### config.mk
export PLATFORM = sky130hd
export DESIGN_NAME = rr_resource_arbiter
export DESIGN_NICKNAME = d
export VERILOG_FILES = /design/src/rtl/rr_resource_arbiter_pkg.sv /design/src/rtl/rr_resource_arbiter_tag_pipe.sv /design/src/rtl/rr_resource_arbiter.sv
export SDC_FILE = /design/constraint.sdc
export NUM_CORES = 1
export LEC_CHECK = 0
export CORE_ASPECT_RATIO = 1.2
export CORE_UTILIZATION = 28
export DETAILED_ROUTE_END_ITERATION = 8
export HOLD_SLACK_MARGIN = 0.03
export PLACE_DENSITY = 0.83
export SYNTH_ARGS = -nofsm -noshare
export SYNTH_HDL_FRONTEND = slang
export SYNTH_SLANG_ARGS = --single-unit
### constraint.sdc
create_clock -name clk -period 4.66 [get_ports clk]
set_input_delay 0.932 -clock clk [delete_from_list [all_inputs] [get_ports clk]]
set_output_delay 0.932 -clock clk [all_outputs]
set_load 0.02 [all_outputs]
### src/rtl/rr_resource_arbiter_pkg.sv
// ----------------------------------------------------------------------------
// rr_resource_arbiter_pkg
//   Shared types and helpers for the round-robin resource arbiter.
//   - arb_state_e : arbiter FSM state (IDLE / OWNED)
//   - pick_t      : result of a round-robin search {found, idx}
//   - rr_pick()   : first set bit of req_vec searching upward from ptr, mod n
//   - onehot()    : index -> one-hot vector
//   The helpers work on a fixed MAX_REQ-wide vector so they can live in the
//   package; callers zero-extend their request vector and slice the result.
// ----------------------------------------------------------------------------
package rr_resource_arbiter_pkg;

    localparam int MAX_REQ = 32;
    localparam int IDX_W   = 5;

    typedef enum logic {
        IDLE  = 1'b0,
        OWNED = 1'b1
    } arb_state_e;

    typedef struct packed {
        logic             found;
        logic [IDX_W-1:0] idx;
    } pick_t;

    // Round-robin search: position ptr has the highest priority, ptr-1 the lowest.
    function automatic pick_t rr_pick(input logic [MAX_REQ-1:0] req_vec,
                                      input logic [IDX_W-1:0]   ptr,
                                      input int                 n);
        pick_t p;
        int    j;
        p = '0;
        for (int k = 0; k < MAX_REQ; k++) begin
            j = int'(ptr) + k;
            if (j >= n) begin
                j = j - n;
            end
            if ((k < n) && !p.found) begin
                if (req_vec[j[IDX_W-1:0]]) begin
                    p.found = 1'b1;
                    p.idx   = j[IDX_W-1:0];
                end
            end
        end
        return p;
    endfunction

    function automatic logic [MAX_REQ-1:0] onehot(input logic [IDX_W-1:0] idx);
        logic [MAX_REQ-1:0] v;
        v      = '0;
        v[idx] = 1'b1;
        return v;
    endfunction

endpackage

### src/rtl/rr_resource_arbiter_tag_pipe.sv
// ----------------------------------------------------------------------------
// rr_resource_arbiter_tag_pipe
//   RES_LAT-deep shift register of {valid, requester index} that travels in
//   lock-step with the shared resource, so each result can be routed back to
//   the requester that issued it. Never stalls.
// Ports:
//   clk, reset      clock (rising edge), asynchronous active-high reset
//   i_valid, i_idx  tag entering the pipe this cycle
//   o_valid, o_idx  tag emerging RES_LAT cycles later
// ----------------------------------------------------------------------------
module rr_resource_arbiter_tag_pipe #(
    parameter int RES_LAT = 2,
    parameter int TAG_W   = 2
) (
    input  logic             clk,
    input  logic             reset,
    input  logic             i_valid,
    input  logic [TAG_W-1:0] i_idx,
    output logic             o_valid,
    output logic [TAG_W-1:0] o_idx
);

    logic [RES_LAT-1:0] r_valid;
    logic [TAG_W-1:0]   r_idx [RES_LAT];

    always_ff @(posedge clk or posedge reset) begin
        if (reset) begin
            r_valid <= '0;
            for (int k = 0; k < RES_LAT; k++) begin
                r_idx[k] <= '0;
            end
        end else begin
            r_valid[0] <= i_valid;
            r_idx[0]   <= i_idx;
            for (int k = 1; k < RES_LAT; k++) begin
                r_valid[k] <= r_valid[k-1];
                r_idx[k]   <= r_idx[k-1];
            end
        end
    end

    assign o_valid = r_valid[RES_LAT-1];
    assign o_idx   = r_idx[RES_LAT-1];

endmodule

### src/rtl/rr_resource_arbiter.sv
// ----------------------------------------------------------------------------
// rr_resource_arbiter
//   Owns a shared resource contended for by NUM_REQ pipelines. Round-robin
//   arbitration with a hold limit under contention, operand mux into the
//   resource, and per-requester routing of results via a tag pipe.
// Ports:
//   clk, reset     clock (rising edge), asynchronous active-high reset
//   req            request per pipeline
//   req_data       operand per pipeline, slice i = [i*DATA_W +: DATA_W]
//   grant          registered grant, one-hot or zero
//   res_in         operand of current owner (0 when nobody holds grant)
//   res_in_valid   res_in is a real transaction this cycle
//   res_out        resource result, RES_LAT cycles after res_in_valid
//   res_out_data   res_out broadcast to every pipeline
//   res_out_valid  one-hot: res_out_data belongs to requester i
//   busy           FSM is in OWNED
// Handshake: a transaction is issued in every cycle where the owner's grant
//   and req are both high; its result returns exactly RES_LAT cycles later
//   with res_out_valid marking the owner, with no back-pressure anywhere.
// ----------------------------------------------------------------------------
module rr_resource_arbiter
    import rr_resource_arbiter_pkg::*;
#(
    parameter int NUM_REQ  = 4,
    parameter int DATA_W   = 32,
    parameter int RES_LAT  = 2,
    parameter int MAX_HOLD = 8
) (
    input  logic                      clk,
    input  logic                      reset,
    input  logic [NUM_REQ-1:0]        req,
    input  logic [NUM_REQ*DATA_W-1:0] req_data,
    output logic [NUM_REQ-1:0]        grant,
    output logic [DATA_W-1:0]         res_in,
    output logic                      res_in_valid,
    input  logic [DATA_W-1:0]         res_out,
    output logic [DATA_W-1:0]         res_out_data,
    output logic [NUM_REQ-1:0]        res_out_valid,
    output logic                      busy
);

    localparam int PTR_W  = $clog2(NUM_REQ);
    localparam int HOLD_W = $clog2(MAX_HOLD) + 1;

    arb_state_e          r_state, w_state_nxt;
    logic [PTR_W-1:0]    r_owner, w_owner_nxt;
    logic [PTR_W-1:0]    r_ptr,   w_ptr_nxt;
    logic [HOLD_W-1:0]   r_hold_cnt, w_hold_nxt;
    logic [NUM_REQ-1:0]  r_grant, w_grant_nxt;

    logic [DATA_W-1:0]   w_req_data [NUM_REQ];
    logic [MAX_REQ-1:0]  w_owner_oh_full, w_oh_idle_full, w_oh_rel_full, w_tag_oh_full;
    logic [NUM_REQ-1:0]  w_others;
    logic [PTR_W-1:0]    w_ptr_after;
    logic                w_release;
    logic                w_hold_limit;
    pick_t               w_pick_idle, w_pick_rel;
    logic                w_tag_valid;
    logic [PTR_W-1:0]    w_tag_idx;
    logic                w_unused_ok;

    for (genvar g = 0; g < NUM_REQ; g++) begin : g_unpack
        assign w_req_data[g] = req_data[g*DATA_W +: DATA_W];
    end

    // Competitors of the current owner; the owner itself is excluded so a
    // forced release always hands over when someone else is waiting.
    assign w_owner_oh_full = onehot(IDX_W'(r_owner));
    assign w_others        = req & ~w_owner_oh_full[NUM_REQ-1:0];
    assign w_ptr_after     = (r_owner == PTR_W'(NUM_REQ-1)) ? '0 : r_owner + 1'b1;

    // The counter keeps running during solo ownership, so ">=" makes a late
    // competitor force the hand-over at once instead of waiting for a wrap.
    assign w_hold_limit = (r_hold_cnt >= HOLD_W'(MAX_HOLD-1));
    assign w_release    = ~req[r_owner] | (w_hold_limit & (|w_others));

    assign w_pick_idle    = rr_pick(MAX_REQ'(req), IDX_W'(r_ptr), NUM_REQ);
    assign w_pick_rel     = rr_pick(MAX_REQ'(w_others), IDX_W'(w_ptr_after), NUM_REQ);
    assign w_oh_idle_full = onehot(w_pick_idle.idx);
    assign w_oh_rel_full  = onehot(w_pick_rel.idx);

    // State register (grant is part of the registered state).
    always_ff @(posedge clk or posedge reset) begin
        if (reset) begin
            r_state    <= IDLE;
            r_owner    <= '0;
            r_ptr      <= '0;
            r_hold_cnt <= '0;
            r_grant    <= '0;
        end else begin
            r_state    <= w_state_nxt;
            r_owner    <= w_owner_nxt;
            r_ptr      <= w_ptr_nxt;
            r_hold_cnt <= w_hold_nxt;
            r_grant    <= w_grant_nxt;
        end
    end

    // Next-state logic. Grant is always built from a single index, so it can
    // never become multi-hot.
    always_comb begin
        w_state_nxt = r_state;
        w_owner_nxt = r_owner;
        w_ptr_nxt   = r_ptr;
        w_grant_nxt = r_grant;
        w_hold_nxt  = (r_hold_cnt == '1) ? r_hold_cnt : r_hold_cnt + 1'b1;
        case (r_state)
            IDLE: begin
                w_hold_nxt  = '0;
                w_grant_nxt = '0;
                if (w_pick_idle.found) begin
                    w_state_nxt = OWNED;
                    w_owner_nxt = w_pick_idle.idx[PTR_W-1:0];
                    w_grant_nxt = w_oh_idle_full[NUM_REQ-1:0];
                end
            end
            OWNED: begin
                if (w_release) begin
                    w_ptr_nxt  = w_ptr_after;
                    w_hold_nxt = '0;
                    if (w_pick_rel.found) begin
                        // Direct hand-over: no idle bubble between owners.
                        w_owner_nxt = w_pick_rel.idx[PTR_W-1:0];
                        w_grant_nxt = w_oh_rel_full[NUM_REQ-1:0];
                    end else begin
                        w_state_nxt = IDLE;
                        w_grant_nxt = '0;
                    end
                end
            end
            default: begin
                w_state_nxt = IDLE;
                w_grant_nxt = '0;
            end
        endcase
    end

    rr_resource_arbiter_tag_pipe #(
        .RES_LAT (RES_LAT),
        .TAG_W   (PTR_W)
    ) u_tag_pipe (
        .clk     (clk),
        .reset   (reset),
        .i_valid (res_in_valid),
        .i_idx   (r_owner),
        .o_valid (w_tag_valid),
        .o_idx   (w_tag_idx)
    );

    assign w_tag_oh_full = onehot(IDX_W'(w_tag_idx));

    // Output logic.
    always_comb begin
        grant         = r_grant;
        busy          = (r_state == OWNED);
        res_in        = (|r_grant) ? w_req_data[r_owner] : '0;
        res_in_valid  = |(r_grant & req);
        res_out_data  = res_out;
        res_out_valid = w_tag_valid ? w_tag_oh_full[NUM_REQ-1:0] : '0;
    end

    assign w_unused_ok = ^{w_owner_oh_full, w_oh_idle_full, w_oh_rel_full,
                           w_tag_oh_full, w_pick_idle.idx, w_pick_rel.idx};

endmodule
== Word level (Yosys, flattened, before mapping) ==
Cells that the tools add are included.

* Logic and storage cells: 143
* Flip-flop bits (word level): 19
* Input bits: 166

* Add/subtract/negate cells: 16
* Equality and inequality tests: 6
* Bitwise logic cells: 8
* Reduce and logical (&&, ||, !) cells: 9
* Mux-type cells: 69
* Order comparisons: 27

{| class="wikitable"
|+ Operator list
! kind !! count
|-
| 32-bit 2-to-1 mux || 3
|-
| 6-bit 2-to-1 mux || 14
|-
| 32-bit binary-select mux with 2-bit select || 1
|-
| 5-bit by 6-bit less-than comparator with 1-bit output, second input constant || 10
|-
| 1-bit binary-select mux with 5-bit select || 8
|-
| 5-bit 2-to-1 mux || 8
|-
| 4-bit 2-to-1 mux || 6
|-
| 3-bit by 3-bit subtractor with 4-bit output, second input constant || 6
|-
| 3-bit >= comparator, second input constant || 7
|-
| 1-bit 2-to-1 mux || 16
|-
| 4-bit case mux with 2 select lines || 2
|-
| 2-bit by 2-bit adder with 3-bit output, second input constant || 4
|-
| 2-bit by 6-bit less-than comparator with 1-bit output, second input constant || 2
|-
| 4-bit OR reduction || 3
|-
| 1-bit demux with 5-bit select || 2
|-
| 5-bit by 1-bit >= comparator with 1-bit output, second input constant || 2
|-
| 4-bit AND || 2
|-
| 2-bit 2-to-1 mux || 4
|-
| 2-bit by 3-bit subtractor with 4-bit output, second input constant || 2
|-
| 2-bit by 1-bit adder with 3-bit output, second input constant || 2
|-
| 2-bit by 3-bit >= comparator with 1-bit output, second input constant || 2
|-
| 4-bit by 1-bit adder with 4-bit output, second input constant || 1
|-
| 1-bit demux with 2-bit select || 2
|-
| 4-bit == test, second input constant || 1
|-
| 19 further kinds || 25
|}

== Longest topological paths before layout ==
* Depth after elaboration: 22
* Depth in mapped cells: 10
* Depth with buffers taken out: 8

== By module ==
Synthesis repeated with hierarchy kept, for this count alone.

* Cells, all modules: 278
* Area total of the unflattened synthesis: 2728.9 µm²

{| class="wikitable"
|+ Modules (own cells, without submodules)
! module !! times used !! seq. area each (µm²) !! area each (µm²) !! cells an instance
|-
| rr_resource_arbiter || 1 || 325.3 || 2560.0 || 269
|-
| rr_resource_arbiter_tag_pipe || 1 || 150.1 || 168.9 || 9
|}

== Least setup slack after synthesis ==
No wires, ideal clock.

* Kind: flip-flop to flip-flop
* From: reg r_owner[1]
* To: reg r_grant[0], in the netlist grant[0]
* Data required time: 4570 ps
* Data arrival time: 2549 ps
* Period minus slack after synthesis: 2639 ps
* Path slack: 2021 ps
* Path buffers: 2
* Cell stages (with the launch flop): 11
* Cells stage by stage: dfrtp_1 > buf_2 > buf_1 > inv_1 > ha_1 > nand2b_2 > a41oi_2 > o21ai_1 > nand2b_1 > or3b_1 > o221ai_1

* Word-level cells in the longest chain between the ends: 22

{| class="wikitable"
|+ Ends and longest elaborated chain
! item !! RTL line !! source
|-
| start, declared || rr_resource_arbiter.sv:46 || <nowiki>logic [PTR_W-1:0] r_owner, w_owner_nxt;</nowiki>
|-
| start signal, assigned || rr_resource_arbiter.sv:92 || <nowiki>r_owner <= w_owner_nxt;</nowiki>
|-
| branches (longest 22 deep; another with 3-bit by 3-bit subtractor with 4-bit output) || -- ||
|-
| end signal, assigned || rr_resource_arbiter.sv:95 || <nowiki>r_grant <= w_grant_nxt;</nowiki>
|-
| end, declared || rr_resource_arbiter.sv:49 || <nowiki>logic [NUM_REQ-1:0] r_grant, w_grant_nxt;</nowiki>
|}

Several ways; the timed one is not identified. The select of a mux whose other input is x is not followed.
A chain may end at the register's enable or synchronous reset.

== Worst setup path in the final report ==
* From: reg r_owner[0]
* To: out res_in[3]

* Word-level cells in the longest chain between the ends: 5

{| class="wikitable"
|+ Ends and longest elaborated chain
! item !! RTL line !! source
|-
| 2-bit inverter with 3-bit output (implied by the code) || rr_resource_arbiter.sv:156 || <nowiki>res_in = (|r_grant) ? w_req_data[r_owner] : '0;</nowiki>
|-
| 32-bit binary-select mux with 2-bit select || rr_resource_arbiter.sv:156 ||
|-
| 32-bit 2-to-1 mux (implied by the code) (2 in series) || rr_resource_arbiter.sv:156 ||
|-
| 32-bit 2-to-1 mux || rr_resource_arbiter.sv:156 ||
|-
| end, declared || rr_resource_arbiter.sv:34 || <nowiki>output logic [DATA_W-1:0] res_in,</nowiki>
|}

Every way passes these cells. The select of a mux whose other input is x is not followed.

==> reports/results.txt <==
Startpoint Class - flop
PortBufs - 175
Num CTS Buffers - 3
Slew @ Worst Pin - 0.8159 ns
Largest net degree at the start of global routing - 33
Area leader, netlist - mux4_2
Sequential fraction of the synthesis area - 16.87%
Footprint of the multi-input gates - 2003 um2
Cell count after synthesis - 287
# DRC - 0
Via-to-Cell Ratio - 5.299
GPL Wtd Cong - 0.9309
CP max stage delay - 0.90 ns
Final ANT Viol Nets - 0
Final core utilization - 46.79%
CTS H-tree depth - 1
Register area - 476.7 um2
Crit path max-delay cell type - dfrtp_2
Pwr Total - 2.743 mW
Vias - 2,888
PwrDens - 606.7 nW/um2
Die Y-Extent - 111.9 um
Clock sink count - 19
Largest cells by area after synthesis - mux4_2 26%, dfrtp_1 17%, buf_4 8.8%
Share of post-route cells with drive strength above 1 - 12.80%
Iter 0 DRT Violations - 131
Inserted Diodes - 0
# Post-CTS Setup Buffers - 0
Post-route clock period utilization - 78.32%
Worst Skew - 0.006716 ns
TNS Setup - 0 ns
Synth Register Bits - 19
Crit-path max FO - 28
HPWL after DPL - 8210 um
Synth top area share - 25.57%
Fillers - 875
Yosys warnings - 0
Clk_lat worst skew - 0.25 ns
Initial antenna violation count - 0
Worst hold endpoint - u_tag_pipe.r_valid[1]
FFs w/ async S/R, synth - 100.0%
Hold Crit Class - reg -> reg
Synth Flop Type - dfrtp_1
Cell Rows - 39
Max capacitance violation total - 0
Num ports - 240
CP Cell Sequence - buf_4 -> mux4_2 -> nor2b_1 -> clkdlybuf4s50_1
Core Area - 9662 um2
Final WS setup - 1.010 ns
Worst slew margin - 45.60%
Clk slew on worst S/H paths - 0.06 ns
Area growth, synth to finish - 60.36%
Final WL - 9844 um
R2R cell count - 9
Avg Inst Size Synth - 9.822 um2
Status - finished clean
Worst path required time - 3.73 ns
Hold Fails Final Rpt - 0
Clock Path Buffers - 2
First-pass GRT wire length - 14,680 um
Post-Syn Nets - 465
R2r endpoint - grant[1]
Post_cts resized - 0
Wirelength per Cell - 18.06 um
Crit Path Class - reg -> out
Post-Syn Area - 2819 um2
Placed insts - 541
Worst VDD drop - 0.3012 mV
RSZ-0062 raised after global routing - false
Grt total ovfl - 0
TritonCTS clock tree - built
Worst hold stages - 0
Kind of end point of the critical path - output port
F_max - 274.0 MHz
Vias in the first global route - 2,858
DIE AREA - 10,470 um2
Post-synth EDFFs - 0
Die width - 93.60 um
Number of hold buffers added after cts - 0
RR Startpoint - r_owner[1]
Fin crit period - 3.650 ns
Count of final max-slew check failures - 0
First drt pass iteration count - 4
Root Driver - clkbuf_16
Nets - 601
Final setup fails - 0
Finished Layout Cells - 545
Critical Path AT - 2.72 ns
GRT Util Overall - 18.00%
Hold path start - u_tag_pipe.r_valid[0]
Leakage power - 1.707 nW
Cell variety after synth - 57
Initial Utilization - 29.18%
Worst reg-to-reg setup slack - 1.54 ns
DP Worst Slack - 1.160 ns
[Yosys cell counts, types with 2 or more instances]
cell      number
and3b_1        3
mux4_2        32
a21boi_0       2
o211ai_1       3
clkbuf_1       6
nand2b_1       6
o21a_1         2
a21oi_1        9
o221ai_1       3
o21ai_1        4
nor2b_1       36
buf_4         33
buf_2          7
o21ai_0        6
nor4_1         2
nor2_1        13
mux2i_1       11
nand3_1        5
a31oi_1        2
nand3b_1       2
inv_1          7
a22oi_1        6
or2_1          3
mux2_2         4
nor3_1         6
nand2_1       12
o22ai_1        2
xnor2_1        2
ha_1          12
dfrtp_1       19
[final cells by class]
| type | instances | share of cell area [%] |
|---|---|---|
| sequential | 19 | 10.55 |
| timing repair buffer | 179 | 39.41 |
| multi-input combinational | 213 | 44.31 |
| inverter | 7 | 0.5812 |
| tap | 123 | 3.404 |
| clock buffer | 4 | 1.744 |
[cells by family (layout without fill, tap and decap cells)]
group	Yosys count	after routing	share of synthesized area (%)
xor+xnor	2	2	0.6215
flops	19	19	16.87
fa+ha+maj	12	12	5.326
simple gates	100	100	20.64
buf+inv	55	190	12.29
mux	47	47	31.07
compound gates	52	52	13.18
[through the flow]
step	hold slack, ns	area, um2
2_1_floorplan	0.3312	2819
3_3_place_gp	0.3318	4442
3_5_place_dp	0.3373	4442
4_1_cts	0.3493	4521
5_1_grt	0.3564	4521
6_report	0.3474	4521
[power by group]
part	internal, mW	total, mW	switching [mW]
Clock	0.116	0.174	0.0580
Combinational	1.14	2.18	1.05
Sequential	0.236	0.386	0.150
[registers in the layout, summed over array words and instances (netlist names)]
name,cells
grant,4
r_hold_cnt,4
r_owner,2
r_ptr,2
u_tag_pipe.o_idx,2
u_tag_pipe.r_idx,2
u_tag_pipe.r_valid,2
busy,1
[routing by layer]
metal / track usage, % / share of wire (%)
met5: 0 / 0
met4: 5.231 / 2.8
met3: 6.626 / 11
met2: 33.24 / 51
met1: 18.72 / 35
[worst max-delay path, delay by kind of cell (launching register included)]
family                 cells  cell delay, ns
buffers and inverters      2            0.87
muxes                      1            0.53
DFF                        1            0.90
and+or+nand+nor            1            0.15
[layout by cell type, fill, tap and decap left out, drive strengths merged, types with 2 or more instances in the layout]
master / netlist / routed
mux2i: 11 / 11
nand3: 5 / 5
dfrtp: 19 / 19
a31oi: 2 / 2
o221ai: 3 / 3
inv: 7 / 7
clkdlybuf4s50: 0 / 175
nor2b: 36 / 36
o2111ai: 2 / 2
a21oi: 9 / 9
mux2: 4 / 4
nand2: 12 / 12
o22ai: 2 / 2
nand2b: 7 / 7
and3b: 3 / 3
a21boi: 2 / 2
nor2: 14 / 14
xnor2: 2 / 2
buf: 42 / 4
o21a: 2 / 2
o21ai: 10 / 10
or2: 4 / 4
a22oi: 6 / 6
ha: 12 / 12
mux4: 32 / 32
nor4: 2 / 2
nor3: 7 / 7
clkbuf: 6 / 4
o211ai: 3 / 3
nand3b: 2 / 2
[worst max path at each step]
stage,startpoint,to,slack (ns),cells after the start
floorplan,r_owner[1],grant[0],2.02,10
global placement,req_data[3],res_in[3],1.19,4
CTS,r_owner[0],res_in[3],0.98,4
global route,r_owner[0],res_in[3],0.88,4
detailed placement,req_data[101],res_in[5],1.16,4
finish,r_owner[0],res_in[3],1.01,4
Note: power is estimated with default switching activity, not from simulation.
